===== config.mk =====
export PLATFORM = sky130hd
export DESIGN_NAME = mix_columns_seq
export DESIGN_NICKNAME = d
export VERILOG_FILES = /design/src/rtl/mix_columns_seq.sv
export SDC_FILE = /design/constraint.sdc
export NUM_CORES = 1
export LEC_CHECK = 0
export BUFFER_PORTS_ARGS = -buffer_cell sky130_fd_sc_hd__buf_2
export CORE_UTILIZATION = 25
export DETAILED_ROUTE_END_ITERATION = 8
export GPL_ROUTABILITY_DRIVEN = 0
export REMOVE_ABC_BUFFERS = 1
export SYNTH_ARGS = -nofsm -noshare
export SYNTH_HDL_FRONTEND = slang
export SYNTH_SLANG_ARGS = --single-unit
export TNS_END_PERCENT = 20

===== constraint.sdc =====
create_clock -name clk -period 3.9 [get_ports clk]
set_input_delay 0.39 -clock clk [delete_from_list [all_inputs] [get_ports clk]]
set_output_delay 0.39 -clock clk [all_outputs]
set_load 0.01 [all_outputs]

===== src/rtl/mix_columns_seq.sv =====
// rtl/mix_columns_seq.sv - AES MixColumns sequencer, one column per cycle on a shared mixer

// One AES MixColumns column in GF(2^8), polynomial 0x11B; byte a0 is the column MSB.
module mix_single_column (
  input  logic [31:0] col_in,
  output logic [31:0] col_out
);

  function automatic logic [7:0] xtime(input logic [7:0] b);
    xtime = {b[6:0], 1'b0} ^ (b[7] ? 8'h1b : 8'h00);
  endfunction

  logic [7:0] a0, a1, a2, a3;

  // Standard 2-3-1-1 circulant matrix, 3*x expressed as xtime(x)^x
  always_comb begin
    a0 = col_in[31:24];
    a1 = col_in[23:16];
    a2 = col_in[15:8];
    a3 = col_in[7:0];
    col_out[31:24] = xtime(a0) ^ xtime(a1) ^ a1 ^ a2 ^ a3;
    col_out[23:16] = a0 ^ xtime(a1) ^ xtime(a2) ^ a2 ^ a3;
    col_out[15:8]  = a0 ^ a1 ^ xtime(a2) ^ xtime(a3) ^ a3;
    col_out[7:0]   = xtime(a0) ^ a0 ^ a1 ^ a2 ^ xtime(a3);
  end

endmodule

// Accepts a 128-bit state, mixes columns 0..3 over four cycles, holds the result until taken.
module mix_columns_seq #(
  parameter bit FAST_ACCEPT = 1'b0
) (
  input  logic         clk,
  input  logic         rst_n,
  input  logic         in_valid,
  output logic         in_ready,
  input  logic [127:0] in_state,
  input  logic         in_bypass,
  output logic         out_valid,
  input  logic         out_ready,
  output logic [127:0] out_state,
  output logic         busy
);

  typedef enum logic [1:0] {IDLE, BUSY, DONE} state_t;

  state_t       state;
  state_t       state_next;
  logic [1:0]   col;
  logic [127:0] work;
  logic         bypass;
  logic [31:0]  work_col;
  logic [31:0]  mixed_col;
  logic [31:0]  write_col;
  logic         accept;

  mix_single_column u_mix (
    .col_in  (work_col),
    .col_out (mixed_col)
  );

  assign accept = in_valid & in_ready;

  // State register
  always_ff @(posedge clk) begin
    if (!rst_n) state <= IDLE;
    else        state <= state_next;
  end

  // Next-state decode; col==3 is the last column write in BUSY
  always_comb begin
    state_next = state;
    case (state)
      IDLE:    if (accept) state_next = BUSY;
      BUSY:    if (col == 2'd3) state_next = DONE;
      DONE:    if (out_ready) state_next = accept ? BUSY : IDLE;
      default: state_next = IDLE;
    endcase
  end

  // Handshake outputs decoded from state; only the fast path looks at out_ready
  always_comb begin
    in_ready  = (state == IDLE) || (FAST_ACCEPT && (state == DONE) && out_ready);
    out_valid = (state == DONE);
    busy      = (state != IDLE);
  end

  // Select the work column currently being processed
  always_comb begin
    case (col)
      2'd0:    work_col = work[127:96];
      2'd1:    work_col = work[95:64];
      2'd2:    work_col = work[63:32];
      default: work_col = work[31:0];
    endcase
    write_col = bypass ? work_col : mixed_col;
  end

  // Capture on accept, then write one output column per BUSY cycle
  always_ff @(posedge clk) begin
    if (!rst_n) begin
      work      <= '0;
      bypass    <= 1'b0;
      col       <= 2'd0;
      out_state <= '0;
    end else if (accept) begin
      work   <= in_state;
      bypass <= in_bypass;
      col    <= 2'd0;
    end else if (state == BUSY) begin
      case (col)
        2'd0:    out_state[127:96] <= write_col;
        2'd1:    out_state[95:64]  <= write_col;
        2'd2:    out_state[63:32]  <= write_col;
        default: out_state[31:0]   <= write_col;
      endcase
      col <= col + 2'd1;
    end
  end

endmodule


-- Word-level counts from Yosys, hierarchy flattened
Index checks and enable logic that the tools add are counted.
- input port bits: 133
- word-level logic and storage cells: 62
- bits in registers: 261
- output and inout port bits: 131
- equality and inequality tests: 8
- bitwise operators: 24
- multiplexer cells: 11
- add/sub/neg operators: 1
- reduce and logical (&&, ||, !) cells: 10
- operators by type and width (kind ; number):
    XOR 8 bit ; 19
    case mux 32 bit (3 select lines) ; 1
    2-to-1 mux 32 bit ; 1
    2-to-1 mux 5 bit ; 4
    AND reduction 3 bit ; 5
    XOR 8 x 5 -> 8 bit ; 1
    equality test 2 bit, second input constant ; 3
    2-to-1 mux 2 bit ; 3
    case mux 2 bit (3 select lines) ; 1
    equality test 2 x 1 -> 1 bit, second input constant ; 2
    zero test 2 bit ; 2
    inequality test 2 x 1 -> 1 bit, second input constant ; 2
    inverter 1 bit ; 3
    OR reduction 3 bit ; 1
    adder 2 x 1 -> 2 bit, second input constant ; 1
    inequality test 2 bit, second input constant ; 1
    nonzero test 2 bit ; 1
    OR reduction 2 bit ; 1
    bitwise AND 1 bit ; 1
    2-to-1 mux 1 bit ; 1

-- Longest topological paths before layout
- depth in word-level cells: 9
- gate-level depth with buffers: 11
- depth with buffers taken out: 8

-- Modules after synthesis
From an unflattened synthesis, not the netlist that was laid out.
- cell total of the unflattened synthesis: 1397
- area total of the unflattened synthesis: 12552.0 µm²
- modules (own cells, without submodules) (module ; area an instance (µm²) ; instances ; sequential area each (µm²) ; cells each):
    mix_columns_seq ; 11225.8 ; 1 ; 5225.0 ; 1312
    mix_single_column ; 1326.3 ; 1 ; 0.0 ; 85

-- Worst setup path before layout
OpenSTA, ideal clock, no wires.
- kind: register to register
- start point: reg col[0]
- end point: reg out_state[32]
- buffers on the path: 2
- library setup time: 0.125 ns
- slack: 1.081 ns
- required time: 3.775 ns
- clock period less this slack: 2.819 ns
- stages on the path, launching flop included: 11
- arrival: 2.694 ns
- cell sequence: dfxtp_1 > inv_1 > ha_1 > buf_6 > buf_2 > a222oi_1 > xor2_1 > a21oi_1 > xnor3_1 > a222oi_1 > nor2b_1
- word-level cells in the longest chain between the ends: 9
- elaborated cells between the ends (all ways): 14
- those cells by class: eq/ne (2); mux (4); bitwise (6); reduce/logical (2)
- ends and longest elaborated chain (what ; RTL line ; text):
    from (decl) ; 49 ; logic [1:0] col;
    from (signal assigned) ; 117 ; col <= col + 2'd1;
    equality test 2 bit, or another cell as far along ; 90, 111 ;
    case mux 32 bit (3 select lines) ; 90 ; case (col)
    2-to-1 mux 5 bit ; 10 ; xtime = {b[6:0], 1'b0} ^ (b[7] ? 8'h1b : 8'h00);
    XOR 8 x 5 -> 8 bit ; 10 ;
    XOR 8 bit (4 in a row) ; 24 ; col_out[7:0] = xtime(a0) ^ a0 ^ a1 ^ a2 ^ xtime(a3);
    2-to-1 mux 32 bit ; 96 ; write_col = bypass ? work_col : mixed_col;
    to (signal assigned) ; 114 ; 2'd2: out_state[63:32] <= write_col;
    to (decl) ; 41 ; output logic [127:0] out_state,
Several ways; a longest one is shown, not always the timed one.
A chain may end at the register's enable or synchronous reset.

-- Worst setup path in the final report
- start point: reg col[0]
- end point: reg out_state[120]
- word-level cells in the longest chain between the ends: 9
- elaborated cells between the ends (all ways): 14
- those cells by class: eq/ne (2); mux (4); bitwise (6); reduce/logical (2)
- ends and longest elaborated chain (what ; RTL line ; text):
    equality test 2 bit, or another cell as far along ; 90 ;
    case mux 32 bit (3 select lines) ; 90 ;
    2-to-1 mux 5 bit ; 10 ;
    XOR 8 x 5 -> 8 bit or XOR 8 bit (tied branches) ; 10 ;
    XOR 8 bit (4 in a row) ; 21 ; col_out[31:24] = xtime(a0) ^ xtime(a1) ^ a1 ^ a2 ^ a3;
    2-to-1 mux 32 bit ; 96 ;
    to (signal assigned) ; 112 ; 2'd0: out_state[127:96] <= write_col;
Several ways; a longest one is shown, not always the timed one.

==> parameters.txt <==
Parameter                              Value

Layout
  Footprint of the multi-input gates ... 0.00638 mm^2
  Area taken by flip-flops and latches ... 0.00523 mm^2
  Net count of the finished layout ... 1,755
  Fraction of layout cells with a size suffix above 1 ... 0.218
  Post-layout util ... 0.314
  Total non-filler cell area in the finished layout ... 0.0150 mm^2
  Growth of design area from synthesis to finish ... 24.2%
  Fill cell count ... 5,016

Critical path
  CP Capture Point ... out_state[120]$_SDFFE_PN0P_
  Reg2Reg Setup Slack ... 0.31 ns
  Reg-to-reg critical path startpoint ... col[0]$_SDFFE_PP0P_
  Required arrival time at the worst endpoint ... 4.33 ns
  Worst Path Class, Setup ... reg2reg
  CP Launch Type ... register
  Nature of the critical path endpoint ... register
  Critical path arrival ... 4.02 ns
  End of the worst register-to-register path ... out_state[120]$_SDFFE_PN0P_
  Worst setup startpoint ... col[0]$_SDFFE_PP0P_
  R2r worst-path depth ... 8
  CP max FO ... 35

Clock tree
  Number of buffers inserted during clock tree synthesis ... 30
  Clock slew at the register clock pins of the worst setup and hold paths ... 0.06 ns
  CTS Sinks ... 261
  Count of cells resized by post-cts repair ... 0
  Clk root buf ... clkbuf_16
  Hold buffer count at cts ... 0
  CTS tree ... done
  Worst-case clock buffer depth ... 3
  H-tree level count ... 1
  Post-CTS repair timing setup buffer count ... 0
  Clock latency on the worst-skew pair ... 0.57 ns

Yosys
  Post-synthesis instance area ... 0.0121 mm^2
  Synth unique cells ... 45
  Synthesized flop and latch total ... 261
  Synth area leaders ... dfxtp_1, nand2_1, a21boi_0
  Synthesized netlist cell count ... 1,408
  Area leader, netlist ... dfxtp_1
  Count of warnings emitted by yosys ... 0
  Syn_area_per_cell ... 8.59 um^2
  Area share of the leading cell type in the synthesized netlist ... 0.432
  Sequential-to-total area share from yosys stat ... 0.432

Floorplan
  Area of the core ... 0.0477 mm^2
  Number of top-level design ports ... 264
  Die outline area ... 0.0492 mm^2
  Die Ht ... 222 um
  Initial Utilization ... 0.253
  Die extent in x ... 222 um
  Number of cell rows ... 80

Timing
  Final clock skew ... 0.0200 ns
  Max Clk Rate ... 279 MHz
  Relative slew slack ... 0.341
  Share of the cycle needed by the critical path after routing ... 0.920
  Least-Margin Pin Slew ... 0.989 ns
  Setup repair after global routing missed its margin ... no
  Final count of pins violating max slew ... 0
  Final hold vios ... 0
  Time the final worst path needs with I/O delays and setup ... 3.59 ns
  Hold Slack ... 0.0733 ns
  Final setup viols ... 0

Run status
  Run status ... complete, no violations

Pwr
  Cell area power density ... 475 mW/mm^2
  Worst-case vdd ir drop ... 0.421 mV
  Leak ... 6.14 nW

Routing
  Routed wire length ... 47,600 um
  Total number of vias ... 11,200
  Post-route ant nets ... 0
  Routed wirelength normalized by instance count ... 21.1 um
  Detailed router's first-iteration violation count ... 1,014
  First-pass DRT Iterations ... 5
  Remaining DRCs ... 0
  Vias per cell ... 4.94

GRT
  Number of global-route vias before repair ... 10,900
  Global-route wire length before repair ... 70,000 um
  Maximum number of pins on one net before global-route repair ... 113
  Total track usage ... 0.186
  Antenna violations before repair ... 12
  Total grt overflow ... 0

Min path
  Class of the tightest hold or removal check ... in2reg
  Hold_sp ... in_state[114]

Place
  Number of input and output port buffers inserted ... 263
  Detail Placement HPWL ... 34,800 um
  Area after detailed placement ... 0.0140 mm^2

Run
  Number of max-capacitance violations reported ... 0
## critical path, cell delays in order (launching register included)
cell and delay [ns]:
dfxtp_1 0.43, inv_1 0.11, ha_2 0.50, a222oi_1 0.80, xnor2_1 0.23, o21ai_4 0.40, xnor3_1 0.55, a222oi_1 0.35
nor2b_1 0.08
## where the power goes
group          internal (mW)  leakage (nW)  switching (mW)
clock                   1.74         0.506            1.18
sequential              2.80          2.13           0.105
combinational          0.500          3.51           0.796
## sequential cells by signal, indices dropped and copies added, names as in the netlist
name       flops
out_state    128
col            2
bypass         1
work         128
state          2
## synthesized netlist by cell type (all sizes together)
cell type,instances
nand2,362
dfxtp,261
a21boi,129
clkbuf,102
xnor2,68
o21ai,56
o221ai,56
a222oi,42
a21oi,40
nand3,36
nor2b,34
xor2,33
nor2,32
and2,22
a31oi,17
mux2i,15
o31ai,15
buf,14
xnor3,12
inv,11
a22oi,7
nand4,7
ha,5
o211ai,5
and3,4
o2bb2ai,4
a21o,3
a22o,3
a41o,3
xor3,2
a31o,1
a32o,1
clkinv,1
mux2,1
nand2b,1
nor3b,1
o21bai,1
or2,1
## cells in the final DEF (no fill, tap or decap), drive strengths merged, types with 22 or more instances in the layout
| cell | Yosys | layout |
|---|---|---|
| a21oi | 40 | 40 |
| buf | 14 | 293 |
| o21ai | 56 | 56 |
| dfxtp | 261 | 261 |
| xor2 | 33 | 33 |
| xnor2 | 68 | 68 |
| a222oi | 42 | 42 |
| o221ai | 56 | 56 |
| and2 | 22 | 22 |
| nor2 | 32 | 32 |
| nand3 | 36 | 36 |
| a21boi | 129 | 129 |
| nor2b | 34 | 34 |
| clkbuf | 102 | 40 |
| nand2 | 362 | 362 |
## final cells by class
type | instances | area share
multi-input cells | 1019 | 0.425
clock buffers | 40 | 0.0573
well taps | 615 | 0.0513
repair buffers | 293 | 0.104
inverters | 12 | 0.00300
clock inverters | 15 | 0.0111
diodes | 4 | 0.000667
flip-flops and latches | 261 | 0.348
## cell families (layout without fill, tap and decap cells)
group / after synthesis / in the layout / synth area share
DFF: 261 / 261 / 0.432
other: 0 / 4 / 0
xor gates and xnor gates: 115 / 115 / 0.0995
AOI/OAI and AO/OA: 383 / 383 / 0.234
muxes: 16 / 16 / 0.0133
and+or+nand+nor: 500 / 500 / 0.174
adders and majority gates: 5 / 5 / 0.00517
buffers and inverters: 128 / 360 / 0.0421
## routing by layer
| metal | global-route usage | part of all wire | routed length (um) |
|---|---|---|---|
| met2 | 0.286 | 0.43 | 20600 |
| met5 | 0 | 0.0017 | 80 |
| met3 | 0.0759 | 0.11 | 5060 |
| met1 | 0.240 | 0.44 | 20700 |
| met4 | 0.0506 | 0.024 | 1150 |
## stage by stage
stage / cells / setup slack [ns] / total power [mW] / setup TNS [ns]
floorplan: 1292 / -0.123 / 3.73 / -0.668
global placement: 2200 / 0.511 / 4.22 / 0
detailed placement: 2200 / 0.339 / 4.25 / 0
CTS: 2255 / 0.318 / 7.17 / 0
global route: 2257 / 0.169 / 7.42 / 0
finish: 2259 / 0.312 / 7.13 / 0
## worst min path at each step
stage,end,cells after the start
4_1_cts,work[24]$_SDFFE_PN0P_,3
5_1_grt,work[26]$_SDFFE_PN0P_,3
3_3_place_gp,out_state[13]$_SDFFE_PN0P_,2
2_1_floorplan,work[95]$_SDFFE_PN0P_,2
3_5_place_dp,out_state[13]$_SDFFE_PN0P_,2
6_report,work[114]$_SDFFE_PN0P_,3
Power figures use the tool's default switching activity.
